===== config.mk =====
export PLATFORM = sky130hd
export DESIGN_NAME = pwm_duty_sequencer
export DESIGN_NICKNAME = d
export VERILOG_FILES = /design/src/rtl/pwm_pkg.sv /design/src/rtl/pwm_duty_sequencer_btn_sync_edge.sv /design/src/rtl/pwm_duty_sequencer.sv
export SDC_FILE = /design/constraint.sdc
export NUM_CORES = 1
export LEC_CHECK = 0
export ABC_AREA = 1
export CORE_AREA = 2 2 76 56
export DETAILED_ROUTE_END_ITERATION = 7
export DIE_AREA = 0 0 78 58
export GPL_ROUTABILITY_DRIVEN = 0
export GPL_TIMING_DRIVEN = 0
export PLACE_DENSITY = 0.88
export RECOVER_POWER = 100
export SYNTH_ARGS = -nofsm -noshare
export SYNTH_HDL_FRONTEND = slang
export SYNTH_SLANG_ARGS = --single-unit

===== constraint.sdc =====
create_clock -name clk -period 3.6 [get_ports clk]
set_input_delay 0.72 -clock clk [delete_from_list [all_inputs] [get_ports clk]]
set_output_delay 0.72 -clock clk [all_outputs]
set_load 0.005 [all_outputs]

===== src/rtl/pwm_pkg.sv =====
// +--------------------------------------------------------------------+
// | pwm_pkg : shared types and defaults for the PWM generator/sequencer |
// | Rev 1.0                                                              |
// +--------------------------------------------------------------------+
`default_nettype none

package pwm_pkg;

    typedef enum logic [1:0] {
        IDLE    = 2'd0,
        RAMP_UP = 2'd1,
        RAMP_DN = 2'd2
    } seq_state_t;

    localparam int PWM_STEPS      = 10;
    localparam int PWM_TICK_SHIFT = 8;

endpackage : pwm_pkg

`default_nettype wire


===== src/rtl/pwm_duty_sequencer_btn_sync_edge.sv =====
// +--------------------------------------------------------------------+
// | btn_sync_edge : 2-flop synchronizer followed by rising-edge detect  |
// | Rev 1.0                                                              |
// +--------------------------------------------------------------------+
`default_nettype none

module btn_sync_edge (
    input  logic clk,
    input  logic rst,
    input  logic btn_i,
    output logic edge_o
);

    logic [1:0] sync_q;
    logic       prev_q;

    always_ff @(posedge clk) begin
        if (rst) begin
            sync_q <= 2'b00;
            prev_q <= 1'b0;
        end else begin
            sync_q <= {sync_q[0], btn_i};
            prev_q <= sync_q[1];
        end
    end

    // Edge is only a decode of flops; the consumer registers it.
    assign edge_o = sync_q[1] & ~prev_q;

endmodule : btn_sync_edge

`default_nettype wire


===== src/rtl/pwm_duty_sequencer.sv =====
// +--------------------------------------------------------------------+
// | pwm_duty_sequencer : manual/triangle-sweep step controller for the  |
// | PWM generator's xu/xd inputs.  Rev 1.0                              |
// +--------------------------------------------------------------------+
`default_nettype none

module pwm_duty_sequencer
    import pwm_pkg::*;
#(
    parameter int STEPS      = PWM_STEPS,
    parameter int TICK_SHIFT = PWM_TICK_SHIFT,
    parameter int PRESC_W    = 16
) (
    input  logic                           clk,
    input  logic                           rst,
    input  logic                           ena,
    input  logic                           btn_up,
    input  logic                           btn_dn,
    input  logic                           auto,
    input  logic [2:0]                     rate,
    output logic                           xu,
    output logic                           xd,
    output logic [$clog2(STEPS+1)-1:0]     duty_idx,
    output logic                           sweeping
);

    localparam int               DW    = $clog2(STEPS + 1);
    localparam int               SHW   = $clog2(PRESC_W);
    localparam logic [DW-1:0]    C_MAX = DW'(STEPS);

    logic w_up_edge;
    logic w_dn_edge;

    btn_sync_edge u_sync_up (
        .clk    (clk),
        .rst    (rst),
        .btn_i  (btn_up),
        .edge_o (w_up_edge)
    );

    btn_sync_edge u_sync_dn (
        .clk    (clk),
        .rst    (rst),
        .btn_i  (btn_dn),
        .edge_o (w_dn_edge)
    );

    seq_state_t          state_q, state_d;
    logic [DW-1:0]       duty_q, duty_d;
    logic [PRESC_W-1:0]  cnt_q, cnt_d;
    logic [2:0]          rate_q, rate_d;
    logic                xu_q, xu_d;
    logic                xd_q, xd_d;

    logic [SHW-1:0]      w_shamt;
    logic [PRESC_W-1:0]  w_term;
    logic                w_rate_chg;
    logic                w_tick;

    // Terminal count is 2^(rate+TICK_SHIFT)-1, i.e. a mask of that many ones.
    assign w_shamt    = SHW'(rate) + SHW'(TICK_SHIFT);
    assign w_term     = ~({PRESC_W{1'b1}} << w_shamt);
    assign w_rate_chg = (rate != rate_q);
    assign w_tick     = (cnt_q == w_term) && !w_rate_chg;

    always_comb begin
        state_d = state_q;
        duty_d  = duty_q;
        cnt_d   = cnt_q;
        rate_d  = rate_q;
        xu_d    = 1'b0;
        xd_d    = 1'b0;

        if (ena) begin
            rate_d = rate;
            unique case (state_q)
                IDLE: begin
                    cnt_d = '0;
                    if (auto) begin
                        state_d = (duty_q < C_MAX) ? RAMP_UP : RAMP_DN;
                    end else if (w_up_edge && !w_dn_edge && duty_q < C_MAX) begin
                        xu_d   = 1'b1;
                        duty_d = duty_q + DW'(1);
                    end else if (w_dn_edge && !w_up_edge && duty_q != '0) begin
                        xd_d   = 1'b1;
                        duty_d = duty_q - DW'(1);
                    end
                end
                RAMP_UP: begin
                    if (!auto) begin
                        state_d = IDLE;
                        cnt_d   = '0;
                    end else if (w_rate_chg) begin
                        cnt_d = '0;
                    end else if (w_tick) begin
                        cnt_d = '0;
                        if (duty_q < C_MAX) begin
                            xu_d   = 1'b1;
                            duty_d = duty_q + DW'(1);
                            if (duty_q + DW'(1) == C_MAX) state_d = RAMP_DN;
                        end else begin
                            state_d = RAMP_DN;
                        end
                    end else begin
                        cnt_d = cnt_q + PRESC_W'(1);
                    end
                end
                RAMP_DN: begin
                    if (!auto) begin
                        state_d = IDLE;
                        cnt_d   = '0;
                    end else if (w_rate_chg) begin
                        cnt_d = '0;
                    end else if (w_tick) begin
                        cnt_d = '0;
                        if (duty_q != '0) begin
                            xd_d   = 1'b1;
                            duty_d = duty_q - DW'(1);
                            if (duty_q == DW'(1)) state_d = RAMP_UP;
                        end else begin
                            state_d = RAMP_UP;
                        end
                    end else begin
                        cnt_d = cnt_q + PRESC_W'(1);
                    end
                end
                default: begin
                    state_d = IDLE;
                    cnt_d   = '0;
                end
            endcase
        end
    end

    always_ff @(posedge clk) begin
        if (rst) begin
            state_q <= IDLE;
            duty_q  <= '0;
            cnt_q   <= '0;
            rate_q  <= 3'd0;
            xu_q    <= 1'b0;
            xd_q    <= 1'b0;
        end else begin
            state_q <= state_d;
            duty_q  <= duty_d;
            cnt_q   <= cnt_d;
            rate_q  <= rate_d;
            xu_q    <= xu_d;
            xd_q    <= xd_d;
        end
    end

    assign xu       = xu_q;
    assign xd       = xd_q;
    assign duty_idx = duty_q;
    assign sweeping = (state_q == RAMP_UP) || (state_q == RAMP_DN);

endmodule : pwm_duty_sequencer

`default_nettype wire

# After elaboration in Yosys (flattened, before gate mapping)
# Index checks and enable logic that the tools add are counted.
# word_totals
ff_bits	33
input_bits	9
out_inout_bits	7
word_cells	105
# op_classes
addsub	4
magnitude_cmp	1
n_eq_ne	23
n_shift	1
mux	44
bitwise	6
n_reduce_logical	16
# ops
operator	n
16-bit 2-to-1 mux	4
4-bit 2-to-1 mux	11
2-bit 2-to-1 mux	12
2-bit != test, second input constant	10
16-bit by 1-bit adder with 16-bit output, second input constant	1
16-bit == test	1
16-bit NOT	1
16-bit by 4-bit << shifter with 16-bit output, first input constant	1
3-bit != test, second input constant	5
1-bit 2-to-1 mux	13
4-bit one-hot mux with 3 select lines	1
12-bit AND reduction	1
4-bit != test, second input constant	2
8-bit AND reduction	1
2-bit one-hot mux with 3 select lines	1
1-bit logical AND	5
3-bit by 4-bit adder with 4-bit output, second input constant	1
4-bit by 1-bit adder with 4-bit output, second input constant	1
4-bit by 1-bit == test with 1-bit output, second input constant	1
4-bit == test, second input constant	1
4-bit < comparator, second input constant	1
1-bit one-hot mux with 2 select lines	2
4-bit nonzero test	1
2-bit OR reduction	2
10 further kinds	15

# Depth between registers and ports, before layout
# depth
ltp_word	9
ltp_mapped	13
depth_no_buf	12

# By module
# A second synthesis with hierarchy kept.
# hier_totals
hier_cells	340
hier_area_um2	2189.6
# modules_own_cells
module	n_inst	cells_per_inst	area_each_um2	seq_area_each_um2
pwm_duty_sequencer	1	320	2016.9	540.5
btn_sync_edge	2	10	86.3	60.1

# Worst setup path before layout
# No wires, ideal clock.
# synth_timing
path_type	input -> register
start	in rate[2]
end	reg cnt_q[15]
setup_time_ns	0.132
t_arrival_ns	1.710
t_required_ns	3.468
path_slack_ns	1.758
stages	9
path_buffers	2
cell_sequence	buf_4 inv_2 a21oi_1 or2b_1 nor2_2 nand2_2 buf_6 nand4_1 a21oi_1
# synth_via
elab_chain_cells	9
elab_cells_between_ends	11
classes_between	add/sub: 1; eq/ne: 2; shift: 1; mux: 4; bitwise: 1; reduce/logical: 2
# synth_rtl
element	line_no	rtl
start: declaration	pwm_duty_sequencer.sv:20	input logic [2:0] rate,
3-bit by 4-bit adder with 4-bit output	pwm_duty_sequencer.sv:61	assign w_shamt = SHW'(rate) + SHW'(TICK_SHIFT);
16-bit by 4-bit << shifter with 16-bit output	pwm_duty_sequencer.sv:62	assign w_term = ~({PRESC_W{1'b1}} << w_shamt);
16-bit NOT	pwm_duty_sequencer.sv:62	
16-bit == test	pwm_duty_sequencer.sv:64	assign w_tick = (cnt_q == w_term) && !w_rate_chg;
1-bit logical AND	pwm_duty_sequencer.sv:64	
16-bit 2-to-1 mux	pwm_duty_sequencer.sv:95, pwm_duty_sequencer.sv:114	
16-bit 2-to-1 mux (*)	pwm_duty_sequencer.sv:112	end else if (w_rate_chg) begin
16-bit 2-to-1 mux (*)	pwm_duty_sequencer.sv:90	if (!auto) begin
16-bit 2-to-1 mux (*)	--	
end signal: assignment	pwm_duty_sequencer.sv:146	cnt_q <= cnt_d;
end: declaration	pwm_duty_sequencer.sv:50	logic [PRESC_W-1:0] cnt_q, cnt_d;
# Every way passes the cells marked *; elsewhere a longest branch is shown, timed or not.
# A chain may end at the register's enable or synchronous reset.

# Worst setup path in the final report
# layout_timing
start	in rate[1]
end	reg cnt_q[11]
# Same word-level chain as after synthesis.

==> metrics.csv <==
metric;value;unit
synth-seq-cells;33;
netlist_instances;370;
critPathLaunch;rate[1];
setup_viol;0;
cts_sinks;33;
ctsResizeCount;0;
cts_setup_buffers;0;
fp.dieW;78;µm
drive_gt1_frac;0.06667;
most-common-layout-cells;nand2_1, nor2_1, inv_1;
path_class;in2reg;
ys_seq_area_frac;0.2839;
rows;19;
maxSlewHeadroom;0.5956;
wl_per_cell;12.40;µm
insertion_delay;0.29;ns
maxCapViolations;0;
hold_path.class;reg2reg;
holdCritStartpoint;u_sync_dn.sync_q[0]$_SDFF_PP0_;
first_global_vias;2024;
h-tree-depth;2;
antenna_left;0;
path_clk_slew;0.07;ns
synth_cell_types;29;
hold_depth;2;
first_pass_iters;5;
wirelength;5482;µm
syn_area_per_cell;6.290;µm²
synth_area;2327;µm²
hold_violations;0;
port_buffers;12;
first_iter_violations;206;
ys_warn_count;0;
nNetsFinal;407;
io_pins;16;
clockBufferDepth;2;
synth_fp_nets;388;
r2r-start;state_q[0]$_SDFFE_PP0P_;
routed-via-count;2414;
final_common_cell;nand2_1;
core;3804;µm²
fin_util;0.6724;
crit_path_max_fanout;10;
total_power;0.001039;W
drc;0;
grt_usage;0.2545;
dpl.hpwl;4095;µm
initial_core_util;0.6118;
grt_max_degree;11;
cts_hold_buf;0;
crit_arrival;3.13;ns
antenna_found_initial;0;
cts_root_buf;clkbuf_8;
post-route-period-util;0.8117;
cts_tree;done;
viasPerCell;5.462;
period_minus_slack;2.922;ns
p_leak;1.062;nW
n_antenna_cell;0;
setup_tns;0;ns
rsz0062_at_grt;false;
endpoint_kind;register;
outcome;completed;
synthToLayoutAreaGrowth;9.892;%
reg2reg_depth;7;
cts_buffers;5;
grt_pass1_wl;9101;µm
cp.required;3.81;ns
maxSlewViolCount;0;
fin_skew;0.009103;ns
irDropWorstVdd;0.3452;mV
crit_path_start_kind;input port;
die_y;58;µm
die_area;4524;µm²
fmax;342.2;MHz
pwr_density_cell;406.4;nW/µm²
tightest_slew;0.6066;ns
grt.overflow.total;0;
==> final timing paths <==
kind                                    end  slack, ns
max                  cnt_q[11]$_SDFFE_PP0P_       0.68
min          u_sync_dn.sync_q[1]$_SDFF_PP0_       0.40
max reg2reg          cnt_q[11]$_SDFFE_PP0P_       1.30
min reg2reg  u_sync_dn.sync_q[1]$_SDFF_PP0_       0.40
==> worst max-delay path: stages <==
cell,delay (ns)
dlygate4sd3_1,0.63
inv_1,0.16
nand2_1,0.07
nand2_1,0.08
nand3_1,0.21
nor2_1,0.43
clkbuf_1,0.53
nand3_1,0.16
a21oi_1,0.15
==> Yosys cell counts <==
| cell type | count | area, µm² |
|---|---|---|
| nand2_1 | 97 | 364.1 |
| nor2_1 | 48 | 180.2 |
| inv_1 | 44 | 165.2 |
| a21oi_1 | 33 | 165.2 |
| dfxtp_1 | 33 | 660.6 |
| nand3_1 | 30 | 150.1 |
| o21ai_0 | 13 | 65.06 |
| ha_1 | 9 | 112.6 |
| nand4_1 | 9 | 56.30 |
| xor2_1 | 9 | 78.83 |
| nand2_2 | 6 | 37.54 |
| nand3_2 | 5 | 50.05 |
| nor3_1 | 4 | 20.02 |
| buf_2 | 3 | 15.01 |
| buf_4 | 3 | 22.52 |
| inv_2 | 3 | 11.26 |
| nor2_2 | 3 | 18.77 |
| xnor2_1 | 3 | 26.28 |
| buf_6 | 2 | 22.52 |
| nand3b_1 | 2 | 15.01 |
| nor2_4 | 2 | 22.52 |
| o21ai_1 | 2 | 10.01 |
| a21oi_4 | 1 | 16.27 |
| clkbuf_1 | 1 | 3.750 |
| clkinv_1 | 1 | 3.750 |
| nand2_4 | 1 | 11.26 |
| nor3b_1 | 1 | 7.510 |
| o21bai_1 | 1 | 7.510 |
| or2b_1 | 1 | 7.510 |
==> routing by layer <==
layer  vias to the layer above  part of all wire  global-route usage
met2                       100              0.42              0.3781
met4                         0            0.0071             0.06767
met1                      1093              0.48              0.3788
met5                         -                 0                   0
li1                       1215                 -                   -
met3                         6             0.086             0.05140
==> layout make-up <==
cell class,count,area (µm²)
Multi-Input combinational cell,280,1400
Fill cell,357,1246
Sequential cell,33,660.6
Inverter,48,180.2
Timing Repair Buffer,12,120.1
Clock buffer,6,72.57
Tap cell,52,65.06
Buffer,9,48.80
Clock inverter,2,10.01
==> stage by stage <==
step	instance area (µm²)	hold slack, ns	setup WS [ns]	std cells
6_report	2557	0.4017	0.6781	442
5_1_grt	2557	0.4137	0.5482	442
4_1_cts	2595	0.4102	1.150	442
3_5_place_dp	2512	0.4022	1.061	434
3_3_place_gp	2512	0.3907	1.092	434
2_1_floorplan	2327	0.3883	1.758	370
==> registers in the layout, indices dropped and copies added (netlist names) <==
signal	count
state_q	2
cnt_q	16
u_sync_up.sync_q	2
u_sync_dn.prev_q	1
rate_q	3
u_sync_up.prev_q	1
xu	1
duty_idx	4
xd	1
u_sync_dn.sync_q	2
==> report_power, final <==
| part | total (W) | switching [W] | internal (W) |
|---|---|---|---|
| logic | 0.000357 | 0.000225 | 0.000132 |
| clock network | 0.000274 | 0.000140 | 0.000134 |
| registers | 0.000408 | 0.0000223 | 0.000386 |
| total | 0.00104 | 0.000387 | 0.000652 |
==> kinds of logic (layout without fill, tap and decap cells) <==
family                   after synthesis  count (layout)  share of synthesized area
buffers and inverters                 57              77                     0.1048
AND/OR/NAND/NOR                      209             209                     0.4043
flip-flops                            33              33                     0.2839
AO/OA/AOI/OAI                         50              50                     0.1134
adder cells (fa/ha/maj)                9               9                    0.04839
XOR/XNOR                              12              12                    0.04517
(Power assumes the default switching activity.)
